**config.mk**
```make
export PLATFORM = sky130hd
export DESIGN_NAME = dot_vec_sequencer
export DESIGN_NICKNAME = d
export VERILOG_FILES = /design/src/rtl/dot_pkg.sv /design/src/rtl/dot_result_slot.sv /design/src/rtl/dot_vec_sequencer.sv
export SDC_FILE = /design/constraint.sdc
export NUM_CORES = 1
export LEC_CHECK = 0
export CAP_MARGIN = 25
export CELL_PAD_IN_SITES_DETAIL_PLACEMENT = 1
export CELL_PAD_IN_SITES_GLOBAL_PLACEMENT = 2
export CORE_MARGIN = 5
export CORE_UTILIZATION = 30
export DETAILED_ROUTE_END_ITERATION = 6
export MAX_ROUTING_LAYER = met4
export PLACE_DENSITY = 0.85
export SLEW_MARGIN = 20
export SYNTH_ARGS = -nofsm -noshare
export SYNTH_HDL_FRONTEND = slang
export SYNTH_SLANG_ARGS = --single-unit
```
**constraint.sdc**
```tcl
create_clock -name clk -period 1.9 [get_ports clk]
set_input_delay 0.57 -clock clk [delete_from_list [all_inputs] [get_ports clk]]
set_output_delay 0.57 -clock clk [all_outputs]
set_load 0.02 [all_outputs]
```
**src/rtl/dot_pkg.sv**
```systemverilog
// Shared sizing and sequencer state encoding for the dot-product datapath.
package dot_pkg;

  localparam int unsigned N_ELEM = 8;
  localparam int unsigned DATA_W = 32;
  localparam int unsigned RES_W  = 64;
  localparam int unsigned VCNT_W = 16;
  localparam int unsigned IDX_W  = $clog2(N_ELEM);

  typedef enum logic [1:0] {
    FILL      = 2'd0,
    START     = 2'd1,
    WAIT_LOW  = 2'd2,
    WAIT_HIGH = 2'd3
  } seq_state_t;

endpackage

```
**src/rtl/dot_result_slot.sv**
```systemverilog
// One-entry valid/ready result register with a wrapping count of captures.
module dot_result_slot
  import dot_pkg::*;
(
  input  logic              clk,
  input  logic              rst_n,
  input  logic              capture,
  input  logic [RES_W-1:0]  capture_data,
  input  logic              res_ready,
  output logic              free_c,
  output logic              res_valid,
  output logic [RES_W-1:0]  res_data,
  output logic [VCNT_W-1:0] vec_count
);

  // Slot can take a new result if empty or being drained this cycle.
  assign free_c = !res_valid || res_ready;

  // Capture wins over drain, so a same-cycle drain and capture stays full.
  always_ff @(posedge clk or negedge rst_n) begin
    if (!rst_n) begin
      res_valid <= 1'b0;
      res_data  <= '0;
      vec_count <= '0;
    end else begin
      if (capture) begin
        res_valid <= 1'b1;
        res_data  <= capture_data;
        vec_count <= vec_count + VCNT_W'(1);
      end else if (res_valid && res_ready) begin
        res_valid <= 1'b0;
      end
    end
  end

endmodule

```
**src/rtl/dot_vec_sequencer.sv**
```systemverilog
// Collects operand pairs into a bank, starts the accelerator and captures its result.
module dot_vec_sequencer
  import dot_pkg::*;
(
  input  logic                     clk,
  input  logic                     rst_n,
  input  logic                     in_valid,
  output logic                     in_ready,
  input  logic [DATA_W-1:0]        in_a,
  input  logic [DATA_W-1:0]        in_b,
  output logic                     acc_start,
  input  logic                     acc_done,
  output logic [N_ELEM*DATA_W-1:0] acc_a,
  output logic [N_ELEM*DATA_W-1:0] acc_b,
  input  logic [RES_W-1:0]         acc_result,
  output logic                     res_valid,
  input  logic                     res_ready,
  output logic [RES_W-1:0]         res_data,
  output logic [VCNT_W-1:0]        vec_count
);

  localparam logic [1:0] S_FILL      = 2'(FILL);
  localparam logic [1:0] S_START     = 2'(START);
  localparam logic [1:0] S_WAIT_LOW  = 2'(WAIT_LOW);
  localparam logic [1:0] S_WAIT_HIGH = 2'(WAIT_HIGH);

  logic [1:0]       state_q;
  logic [1:0]       state_n;
  logic [IDX_W-1:0] idx_q;
  logic             beat_c;
  logic             last_beat_c;
  logic             capture_c;
  logic             slot_free_c;

  assign beat_c      = in_valid && in_ready;
  assign last_beat_c = beat_c && (idx_q == IDX_W'(N_ELEM - 1));
  assign capture_c   = (state_q == S_WAIT_HIGH) && acc_done && slot_free_c;

  // Next-state logic; WAIT_LOW skips the done level left over from the last run.
  always_comb begin
    state_n = state_q;
    case (state_q)
      S_FILL:      if (last_beat_c) state_n = S_START;
      S_START:     state_n = S_WAIT_LOW;
      S_WAIT_LOW:  if (!acc_done) state_n = S_WAIT_HIGH;
      S_WAIT_HIGH: if (capture_c) state_n = S_FILL;
      default:     state_n = S_FILL;
    endcase
  end

  // State register; in_ready and acc_start are registered decodes of the next state.
  always_ff @(posedge clk or negedge rst_n) begin
    if (!rst_n) begin
      state_q   <= S_FILL;
      in_ready  <= 1'b0;
      acc_start <= 1'b0;
    end else begin
      state_q   <= state_n;
      in_ready  <= (state_n == S_FILL);
      acc_start <= (state_n == S_START);
    end
  end

  // Operand bank; only written by accepted beats, so it holds from START to capture.
  always_ff @(posedge clk or negedge rst_n) begin
    if (!rst_n) begin
      idx_q <= '0;
      acc_a <= '0;
      acc_b <= '0;
    end else if (beat_c) begin
      for (int i = 0; i < int'(N_ELEM); i++) begin
        if (idx_q == IDX_W'(i)) begin
          acc_a[i*DATA_W +: DATA_W] <= in_a;
          acc_b[i*DATA_W +: DATA_W] <= in_b;
        end
      end
      idx_q <= last_beat_c ? '0 : idx_q + IDX_W'(1);
    end
  end

  dot_result_slot u_slot (
    .clk          (clk),
    .rst_n        (rst_n),
    .capture      (capture_c),
    .capture_data (acc_result),
    .res_ready    (res_ready),
    .free_c       (slot_free_c),
    .res_valid    (res_valid),
    .res_data     (res_data),
    .vec_count    (vec_count)
  );

endmodule
```
==> impl_metrics.yaml, run 1 <==
timing:
  skew_ns: 0.0196
  min_period_ns: 1.85
  final.period_utilization_pct: 97.6
  relSlewSlack_pct: 64.3
  tightest_slew_ns: 0.535
  rsz0062_at_grt: "false"
  fmax_mhz: 539
  drv_slew: 0
  finalHoldViolations: 0
  setup_viol: 0
  whs_ns: 0.485
floorplan:
  die_w_um: 283
  dieArea_um2: 80200
  rows: 100
  core_area_um2: 74200
  ios: 728
  die_y_um: 283
  initial_core_util_pct: 30.2
clock_network:
  clkTransAtPathRegs_ns: 0.06
  cts_setup_buffers: 0
  clk_path_buf_depth: 3
  tritoncts: "done"
  clk_latency_ns: 0.58
  cts_buffers: 67
  clockRootBuffer: "clkbuf_16"
  cts.sinks: 600
  htreeDepth: 3
power_and_ir_drop:
  vdd.ir_drop.worst_v: 0.000959
  combPwrFrac_pct: 42.4
  p_leak_nw: 15.6
  power_density_nw_per_um2: 1800
  p_int_w: 0.0381
  power_frac_seq_pct: 36.2
  clkPwrFrac_pct: 21.3
  switching_power_w: 0.0226
  total_power_w: 0.0607
  switching_share_pct: 37.2
place:
  globalplace.congestion: 0.793
  dp_hpwl_um: 55000
  io_buffer_count: 727
detailed_routing:
  drt_wl_total_um: 76400
  wl_per_cell_um: 24.4
  ant_nets: 0
  drcViolationCount: 0
  dr.pass1.iters: 4
  vias: 14700
  drt-vias-per-instance: 4.68
  initialDrtViolationCount: 488
cells_and_area:
  layout-drive-gt1-share_pct: 49.3
  syn_to_final_growth_pct: 50.4
  regArea_um2: 15000
  multi_input_area_um2: 7110
  final_core_util_pct: 45.4
  fill_cells: 7316
  nets: 2256
worst_setup_path:
  critPathMaxStageDelay_ns: 0.39
  cp_slowest_cell: "dfrtp_1"
  crit_arrival_ns: 1.28
  path_class: "register to primary output"
  cp-startpoint: "acc_a[95]"
  r2r_start: "idx_q[0]"
  critPathRequiredTime_ns: 1.33
  start_kind: "register"
  crit_chain: "clkdlybuf4s15_1"
  worstPathMaxFanout: 2
  worst-path-buf-inv: 1
  worstSetupEndpointType: "primary output"
  path_delay_family: "flip-flops"
logic_synthesis:
  ys_seq_area_share_pct: 67.0
  yosysTopAreaCell: "dfrtp_1"
  syn-mean-instance-area_um2: 17.0
  synth.area.top_cells: "dfrtp_1 67%, mux2_2 28%, buf_2 1.2%"
  async_flop_share_pct: 100
  yosys_warnings: 0
  synthCells: 1316
  yosysMostFrequentCell: "dfrtp_1"
  ys_ff_latch: 600
  synthTopCellsByCount: "600 x dfrtp_1, 561 x mux2_2, 53 x buf_2, 16 x mux2_1, 11 x nand2_1"
  yosysTopAreaCellShare_pct: 67.0
  synth_edf_count: 0
  ys_types: 30
  syn_nets: 1456
  ys.flop_type: "dfrtp_1"
  netlist_area_um2: 22400
global_routing:
  antenna_found_initial: 0
  grt_max_degree: 78
  grt_pass1_vias: 17000
  grt_pass1_wl_um: 115000
  grt-ovfl-total: 0
  grtUsageTotal_pct: 19.2
min_path:
  min-delay-start: "u_slot.vec_count[15]"
  min_path_type: "register to register"
status:
  status: "completed"
job:
  cap_violations: 0
==> power by group through the flow <==
| stage | sequential [W] | combinational [W] | clock, W |
|---|---|---|---|
| final | 0.0220 | 0.0258 | 0.0130 |
| after global routing | 0.0227 | 0.0270 | 0.0139 |
| after CTS | 0.0220 | 0.0264 | 0.0134 |
| after detailed placement | 0.0222 | 0.0287 | 0 |
| after global placement | 0.0217 | 0.0282 | 0 |
| after floorplan | 0.0286 | 0.00602 | 0 |
==> kinds of logic after synthesis <==
group | after synthesis | share of synthesized area, %
adder cells (fa/ha/maj) | 7 | 0.391
XOR/XNOR | 15 | 0.586
AO/OA/AOI/OAI | 5 | 0.134
buffers and inverters | 62 | 1.49
flip-flops | 600 | 67.0
multiplexers | 577 | 29.0
AND/OR/NAND/NOR | 50 | 1.37
==> sequential cells by signal, summed over array words and instances, names as in the netlist, 2 cells and up <==
| register | flops |
|---|---|
| acc_a | 256 |
| acc_b | 256 |
| idx_q | 3 |
| state_q | 2 |
| u_slot.res_data | 64 |
| u_slot.vec_count | 16 |
==> layer usage <==
| metal | GRT usage (%) | vias to the layer above | routed length [um] |
|---|---|---|---|
| met2 | 32.5 | 585 | 38600 |
| met4 | 7.10 | 0 | 2800 |
| met5 | - | - | 0 |
| li1 | - | 6300 | - |
| met1 | 21.2 | 7657 | 28800 |
| met3 | 6.48 | 125 | 6230 |
==> cells in the final DEF (no fill, tap or decap), types with 5 or more instances in the layout <==
cell             count
mux2_2             561
dlygate4sd2_1       40
clkbuf_2            51
clkbuf_16           69
mux2_1              16
clkdlybuf4s50_1    131
ha_1                 7
clkdlybuf4s15_1    235
buf_4               38
clkbuf_1            12
clkinv_2             8
xnor2_1              7
buf_12              34
xor2_1               8
dfrtp_1            597
clkdlybuf4s15_2    247
nor2_1               5
buf_2               12
nand2_1             10
clkbuf_8            20
==> per-stage QoR <==
| step | worst slack [ns] | setup TNS [ns] | cells | area (um2) |
|---|---|---|---|---|
| detailed placement | -0.425 | -209.65 | 3015 | 31500 |
| global route | 0.000114 | 0 | 3133 | 33700 |
| floorplan | 0.124 | 0 | 1316 | 22400 |
| finish | 0.0456 | 0 | 3134 | 33700 |
| CTS | 0.0000258 | 0 | 3133 | 33900 |
| global placement | -0.426 | -194.65 | 3015 | 31500 |
==> path summary, 6_finish.rpt <==
kind                       cells past startpoint  slack [ns]              endpoint
min                                            1        0.49  u_slot.vec_count[15]
max in group asynchronous                      3        0.49            acc_b[101]
min reg2reg                                    1        0.49  u_slot.vec_count[15]
max reg2reg                                    5        0.09            acc_b[110]
max                                            1        0.05             acc_a[95]
min in group asynchronous                      2        0.52             acc_b[65]
==> repair_timing <==
item | 4_1_cts | 5_1_grt
endpoints found under the setup margin | 586 | 66
hold endpoints to repair | 12 | 0
hold buffers | 1 | 0
gates resized for setup | 1395 | 69
==> area by class of cell <==
type                       count  area share (%)
timing repair buffer         790            24.0
inverter                       3          0.0334
tap                          969            3.60
antenna                        1         0.00743
clock buffer                 101            6.08
sequential                   600            44.6
clock inverter                16           0.539
multi-input combinational    654            21.1
(Power assumes the default switching activity.)
==> run 2: changes to the inputs <==
Settings changed: CORE_ASPECT_RATIO set to 0.9.
==> run 2 against run 1 <==
  * Clock power grew 4%
  * Worst setup slack is essentially flat
  * Fmax is essentially flat
  * Largest power group unchanged
==> impl_metrics.yaml, run 2 (synthesized netlist as in run 1, its figures left out) <==
status:
  status: "completed"
worst_setup_path:
  r2r_slack_ns: 0.07
  cp_slowest_cell: "dfrtp_1"
  critPathRequiredTime_ns: 1.33
  start_kind: "register"
  crit_arrival_ns: 1.28
  worstPathMaxFanout: 2
  worstSetupEndpointType: "primary output"
  path_class: "register to primary output"
  worst-path-buf-inv: 1
  critPathMaxStageDelay_ns: 0.37
  path_delay_family: "flip-flops"
  crit_chain: "dlygate4sd2_1"
power_and_ir_drop:
  p_int_w: 0.0383
  power_density_nw_per_um2: 1820
  clkPwrFrac_pct: 22.1
  vdd.ir_drop.worst_v: 0.000878
  switching_power_w: 0.0227
  total_power_w: 0.0610
  combPwrFrac_pct: 41.9
  power_frac_seq_pct: 36.0
  switching_share_pct: 37.2
  p_leak_nw: 15.6
detailed_routing:
  drt-vias-per-instance: 4.65
  initialDrtViolationCount: 470
  drcViolationCount: 0
  vias: 14600
  drt_wl_total_um: 75700
  ant_nets: 0
  dr.pass1.iters: 4
  wl_per_cell_um: 24.1
timing:
  tightest_slew_ns: 0.564
  relSlewSlack_pct: 62.4
  fmax_mhz: 539
  fin_ws_ns: 0.0461
  min_period_ns: 1.85
  final.period_utilization_pct: 97.6
  drv_slew: 0
  rsz0062_at_grt: "false"
  setup_viol: 0
  finalHoldViolations: 0
  skew_ns: 0.0251
global_routing:
  grt_pass1_wl_um: 113000
  grtUsageTotal_pct: 18.9
  grt_max_degree: 98
  grt-ovfl-total: 0
  grt_pass1_vias: 16900
  antenna_found_initial: 0
floorplan:
  die_w_um: 298
  initial_core_util_pct: 30.1
  rows: 95
  dieArea_um2: 80200
  ios: 728
  die_y_um: 269
  core_area_um2: 74400
cells_and_area:
  layout_commonest_cell: "dfrtp_1"
  fill_cells: 7451
  layout-drive-gt1-share_pct: 51.5
  top_regs: "acc_a: 256 flops, acc_b: 256 flops, u_slot.res_data: 64 flops"
  syn_to_final_growth_pct: 49.5
  layout_common_cells: "599 x dfrtp_1, 561 x mux2_2, 242 x clkdlybuf4s15_2"
  antenna_cells: 0
  nets: 2258
job:
  cap_violations: 0
clock_network:
  clkTransAtPathRegs_ns: 0.06
  clockRootBuffer: "clkbuf_16"
  cts.sinks: 600
  cts_buffers: 66
  htreeDepth: 3
  clk_latency_ns: 0.59
  tritoncts: "done"
  clk_path_buf_depth: 3
min_path:
  min_path_type: "input port to async pin"
place:
  dp_hpwl_um: 54100
  io_buffer_count: 727
  place_ws_ns: -0.512
  globalplace.congestion: 0.793
==> run 2: cell types whose count changed in the layout (fill, tap and decap cells not counted), moves of 4 or more <==
cell,change
buf_2,+7
buf_4,-4
bufinv_16,+5
clkbuf_1,+4
clkbuf_2,+59
clkbuf_8,-6
clkdlybuf4s15_1,-26
clkdlybuf4s15_2,-5
dlygate4sd2_1,-26
==> run 2: stage by stage <==
| step | instances | TNS, ns | cell area [um2] | hold WS (ns) | util [%] |
|---|---|---|---|---|---|
| detailed placement | 3018 | -231.78 | 31500 | 0.459 | 42.4 |
| global placement | 3018 | -227.52 | 31500 | 0.454 | 42.4 |
| floorplan | 1316 | 0 | 22400 | 0.274 | - |
| global route | 3139 | 0 | 33500 | 0.430 | 45.0 |
| CTS | 3139 | 0 | 34000 | 0.411 | 45.7 |
| finish | 3139 | 0 | 33500 | 0.445 | 45.0 |
==> run 2: power groups by stage <==
stage          Clock (W)  Sequential, W  Combinational (W)
6_report          0.0135         0.0220             0.0255
2_1_floorplan          0         0.0286            0.00602
4_1_cts           0.0139         0.0220             0.0264
3_5_place_dp           0         0.0221             0.0288
3_3_place_gp           0         0.0217             0.0282
5_1_grt           0.0144         0.0227             0.0268
==> run 2: what timing repair did <==
| item | 4_1_cts | 5_1_grt |
|---|---|---|
| resized for setup | 1435 | 142 |
| endpoints found under the setup margin | 595 | 140 |
| endpoints found under the hold margin | 14 | 0 |
| hold buffers | 1 | 0 |
| buffers inserted | 1 | 0 |
==> run 2: metal layers <==
metal  global-route usage [%]  vias to the layer above  routed length [um]
met3                     5.51                      142                5240
met4                     6.88                        0                2860
met1                     21.0                     7638               29300
met5                        -                        -                   0
met2                     32.4                      544               38400
li1                         -                     6283                   -
==> run 2: final cells by class <==
type	count	area [um2]	area share (%)
repair buffers	793	7820	23.3
well taps	970	1210	3.62
clock buffers	99	1980	5.91
multi-input cells	654	7110	21.2
flip-flops and latches	600	15000	44.8
clock inverters	20	329	0.983
inverters	3	11.3	0.0336
==> run 2: path summary, 6_finish.rpt <==
path,depth (start not counted),endpoint,startpoint
worst max register to register,5,acc_b[237],idx_q[0]
min in group clk,1,u_slot.vec_count[15],u_slot.vec_count[15]
worst max-delay path,1,acc_a[133],acc_a[133]
worst min-delay path,2,acc_b[244],rst_n
worst min register to register,1,u_slot.vec_count[15],u_slot.vec_count[15]
max in group asynchronous,3,u_slot.res_data[24],rst_n
==> run 3: changes to the inputs <==
Settings changed: ABC_AREA set to 1, PLACE_DENSITY 0.85 to 0.95.
Clock period 1.9 ns to 2.3 ns, I/O delays scaled along.
==> run 3 against run 2 <==
  * First-iteration DRC count increased by 89%
  * Utilization about the same
  * Critical path type unchanged
  * Clock power decreased by 18%
  * Register-to-register slack better by 0.27 ns
  * Combinational power fell by 19%
  * Clock-buffer cell count fell by 1
  * Routed wire length is 12% higher
  * Synthesized cell count grew 63%
  * Via count is 27% higher
==> impl_metrics.yaml, run 3 <==
detailed_routing:
  vias: 18500
  dr.pass1.iters: 5
  drcViolationCount: 0
  drt-vias-per-instance: 4.74
  ant_nets: 0
  initialDrtViolationCount: 890
  drt_wl_total_um: 85000
  wl_per_cell_um: 21.8
worst_setup_path:
  crit_arrival_ns: 1.56
  worstSetupEndpointType: "primary output"
  r2r_end: "acc_a[250]"
  worstPathMaxFanout: 2
  crit_end: "acc_b[74]"
  crit_chain: "clkdlybuf4s50_1"
  r2r_slack_ns: 0.34
  critPathMaxStageDelay_ns: 0.63
  critPathRequiredTime_ns: 1.61
  cp_slowest_cell: "clkdlybuf4s50_1"
  path_depth: 1
  cp-startpoint: "acc_b[74]"
  r2r_start: "idx_q[0]"
  start_kind: "register"
  reg2regPathDepth: 9
  worst-path-buf-inv: 1
  path_delay_family: "buffers and inverters"
  path_class: "register to primary output"
global_routing:
  grt_pass1_wl_um: 127000
  grt-ovfl-total: 0
  antenna_found_initial: 4
  grt_max_degree: 72
  grt_pass1_vias: 20200
  grtUsageTotal_pct: 21.6
logic_synthesis:
  ys_types: 26
  synth_edf_count: 0
  yosysMostFrequentCell: "dfrtp_1"
  synthCells: 2150
  yosysTopAreaCellShare_pct: 68.6
  synth.area.top_cells: "dfrtp_1 69%, nand2_1 9.8%, o21ai_0 6.0%"
  synthTopCellsByCount: "600 x dfrtp_1, 571 x nand2_1, 262 x o21ai_0, 209 x nor2_1, 192 x a21oi_1"
  ys.flop_type: "dfrtp_1"
  yosysTopAreaCell: "dfrtp_1"
  syn_nets: 2290
  async_flop_share_pct: 100
  ys_seq_area_share_pct: 68.6
  syn-mean-instance-area_um2: 10.2
  yosys_warnings: 0
  netlist_area_um2: 21900
  ys_ff_latch: 600
clock_network:
  clkTransAtPathRegs_ns: 0.06
  tritoncts: "done"
  cts_buffers: 68
  htreeDepth: 3
  cts.sinks: 600
  clk_latency_ns: 0.59
  clk_path_buf_depth: 3
  cts_setup_buffers: 0
  clockRootBuffer: "clkbuf_16"
cells_and_area:
  fin_cells: 3906
  syn_to_final_growth_pct: 49.3
  nets: 3032
  layout-drive-gt1-share_pct: 6.69
  top_regs: "acc_a: 256 flops, acc_b: 256 flops, u_slot.res_data: 64 flops"
  layout_commonest_cell: "dfrtp_1"
  final_area_um2: 32700
  fill_cells: 8187
  layout_common_cells: "600 x dfrtp_1, 569 x nand2_1, 466 x dlygate4sd2_1"
floorplan:
  ios: 728
  core_area_um2: 72700
  die_w_um: 295
  rows: 94
  die_y_um: 266
  initial_core_util_pct: 30.1
  dieArea_um2: 78400
power_and_ir_drop:
  power_density_nw_per_um2: 1520
  p_leak_nw: 17.9
  vdd.ir_drop.worst_v: 0.000711
timing:
  rsz0062_at_grt: "false"
  finalHoldViolations: 0
  drv_slew: 0
  min_period_ns: 2.25
  fin_ws_ns: 0.0532
  skew_ns: 0.0271
  relSlewSlack_pct: 64.8
  fmax_mhz: 445
  setup_viol: 0
  final.period_utilization_pct: 97.7
  tightest_slew_ns: 0.528
place:
  placed_cell_area_um2: 30700
  dp_cells: 3781
  io_buffer_count: 727
  dp_hpwl_um: 59600
  place_ws_ns: -0.156
  globalplace.congestion: 0.818
status:
  status: "completed"
min_path:
  min_path_type: "register to register"
job:
  cap_violations: 0
-- run 3: changes by cell type after synthesis, sizes merged, moves of 85 or more --
cell / before / now
nand2: 14 / 572
o21ai: 3 / 322
inv: 3 / 88
mux2: 577 / 0
nor2: 6 / 212
a21oi: 0 / 192
-- run 3: cell type report --
| cell class | count | area [um2] | area share [%] |
|---|---|---|---|
| diodes | 3 | 7.51 | 0.0230 |
| clock buffers | 98 | 2010 | 6.14 |
| clock inverters | 23 | 289 | 0.885 |
| inverters | 89 | 342 | 1.05 |
| multi-input cells | 1334 | 5880 | 18.0 |
| flip-flops and latches | 600 | 15000 | 46.0 |
| well taps | 960 | 1200 | 3.68 |
| repair buffers | 799 | 7930 | 24.3 |
-- run 3: stage by stage --
step | TNS (ns) | total power (W) | hold slack (ns) | utilization [%]
2_1_floorplan | 0 | 0.0281 | 0.394 | -
3_3_place_gp | -9.20 | 0.0408 | 0.461 | 42.3
3_5_place_dp | -11.86 | 0.0416 | 0.467 | 42.3
4_1_cts | 0 | 0.0504 | 0.479 | 44.6
5_1_grt | 0 | 0.0524 | 0.502 | 44.9
6_report | 0 | 0.0497 | 0.473 | 44.9
-- run 3: metal layers --
metal	vias up	wire (um)	track usage (%)
met5	-	0	-
met4	0	4230	9.91
met3	207	6610	6.29
met2	653	41400	35.4
met1	9239	32800	24.7
li1	8410	-	-
-- run 3: kinds of logic (layout without fill, tap and decap cells) --
| logic type | after synthesis | after routing | share of synthesized area (%) |
|---|---|---|---|
| DFF | 600 | 600 | 68.6 |
| AOI/OAI and AO/OA | 516 | 516 | 11.8 |
| adders and majority gates | 7 | 7 | 0.400 |
| other | 0 | 3 | 0 |
| xor gates and xnor gates | 7 | 7 | 0.280 |
| buffers and inverters | 216 | 1009 | 4.75 |
| and+or+nand+nor | 804 | 804 | 14.1 |
-- run 3: worst min-delay path by stage --
stage / start / to / slack [ns] / depth (start not counted)
after floorplan: rst_n / acc_a[0] / 0.39 / 0
after global placement: u_slot.res_data[11] / u_slot.res_data[11] / 0.46 / 2
after detailed placement: u_slot.res_data[25] / u_slot.res_data[25] / 0.47 / 2
after CTS: u_slot.res_data[61] / u_slot.res_data[61] / 0.48 / 2
after global routing: acc_b[239] / acc_b[239] / 0.50 / 2
final: u_slot.res_data[61] / u_slot.res_data[61] / 0.47 / 2
-- run 3: power breakdown --
part	internal (W)	total, W	leakage (nW)	switching [W]
logic	0.00760	0.0206	8.96	0.0130
clock network	0.00649	0.0111	1.13	0.00460
registers	0.0153	0.0180	7.78	0.00271
total	0.0294	0.0497	17.9	0.0203
-- run 3: timing repair --
| action | CTS | global route |
|---|---|---|
| setup endpoints to repair | 466 | 86 |
| endpoints found under the hold margin | 7 | 0 |
| resized for setup | 466 | 86 |
| hold buffers | 1 | 0 |
-- run 3: tightest hold or removal path, cell delays in order (launching register included) --
cell and delay [ns]:
dfrtp_1 0.34, nand2_1 0.05, nand2_1 0.05
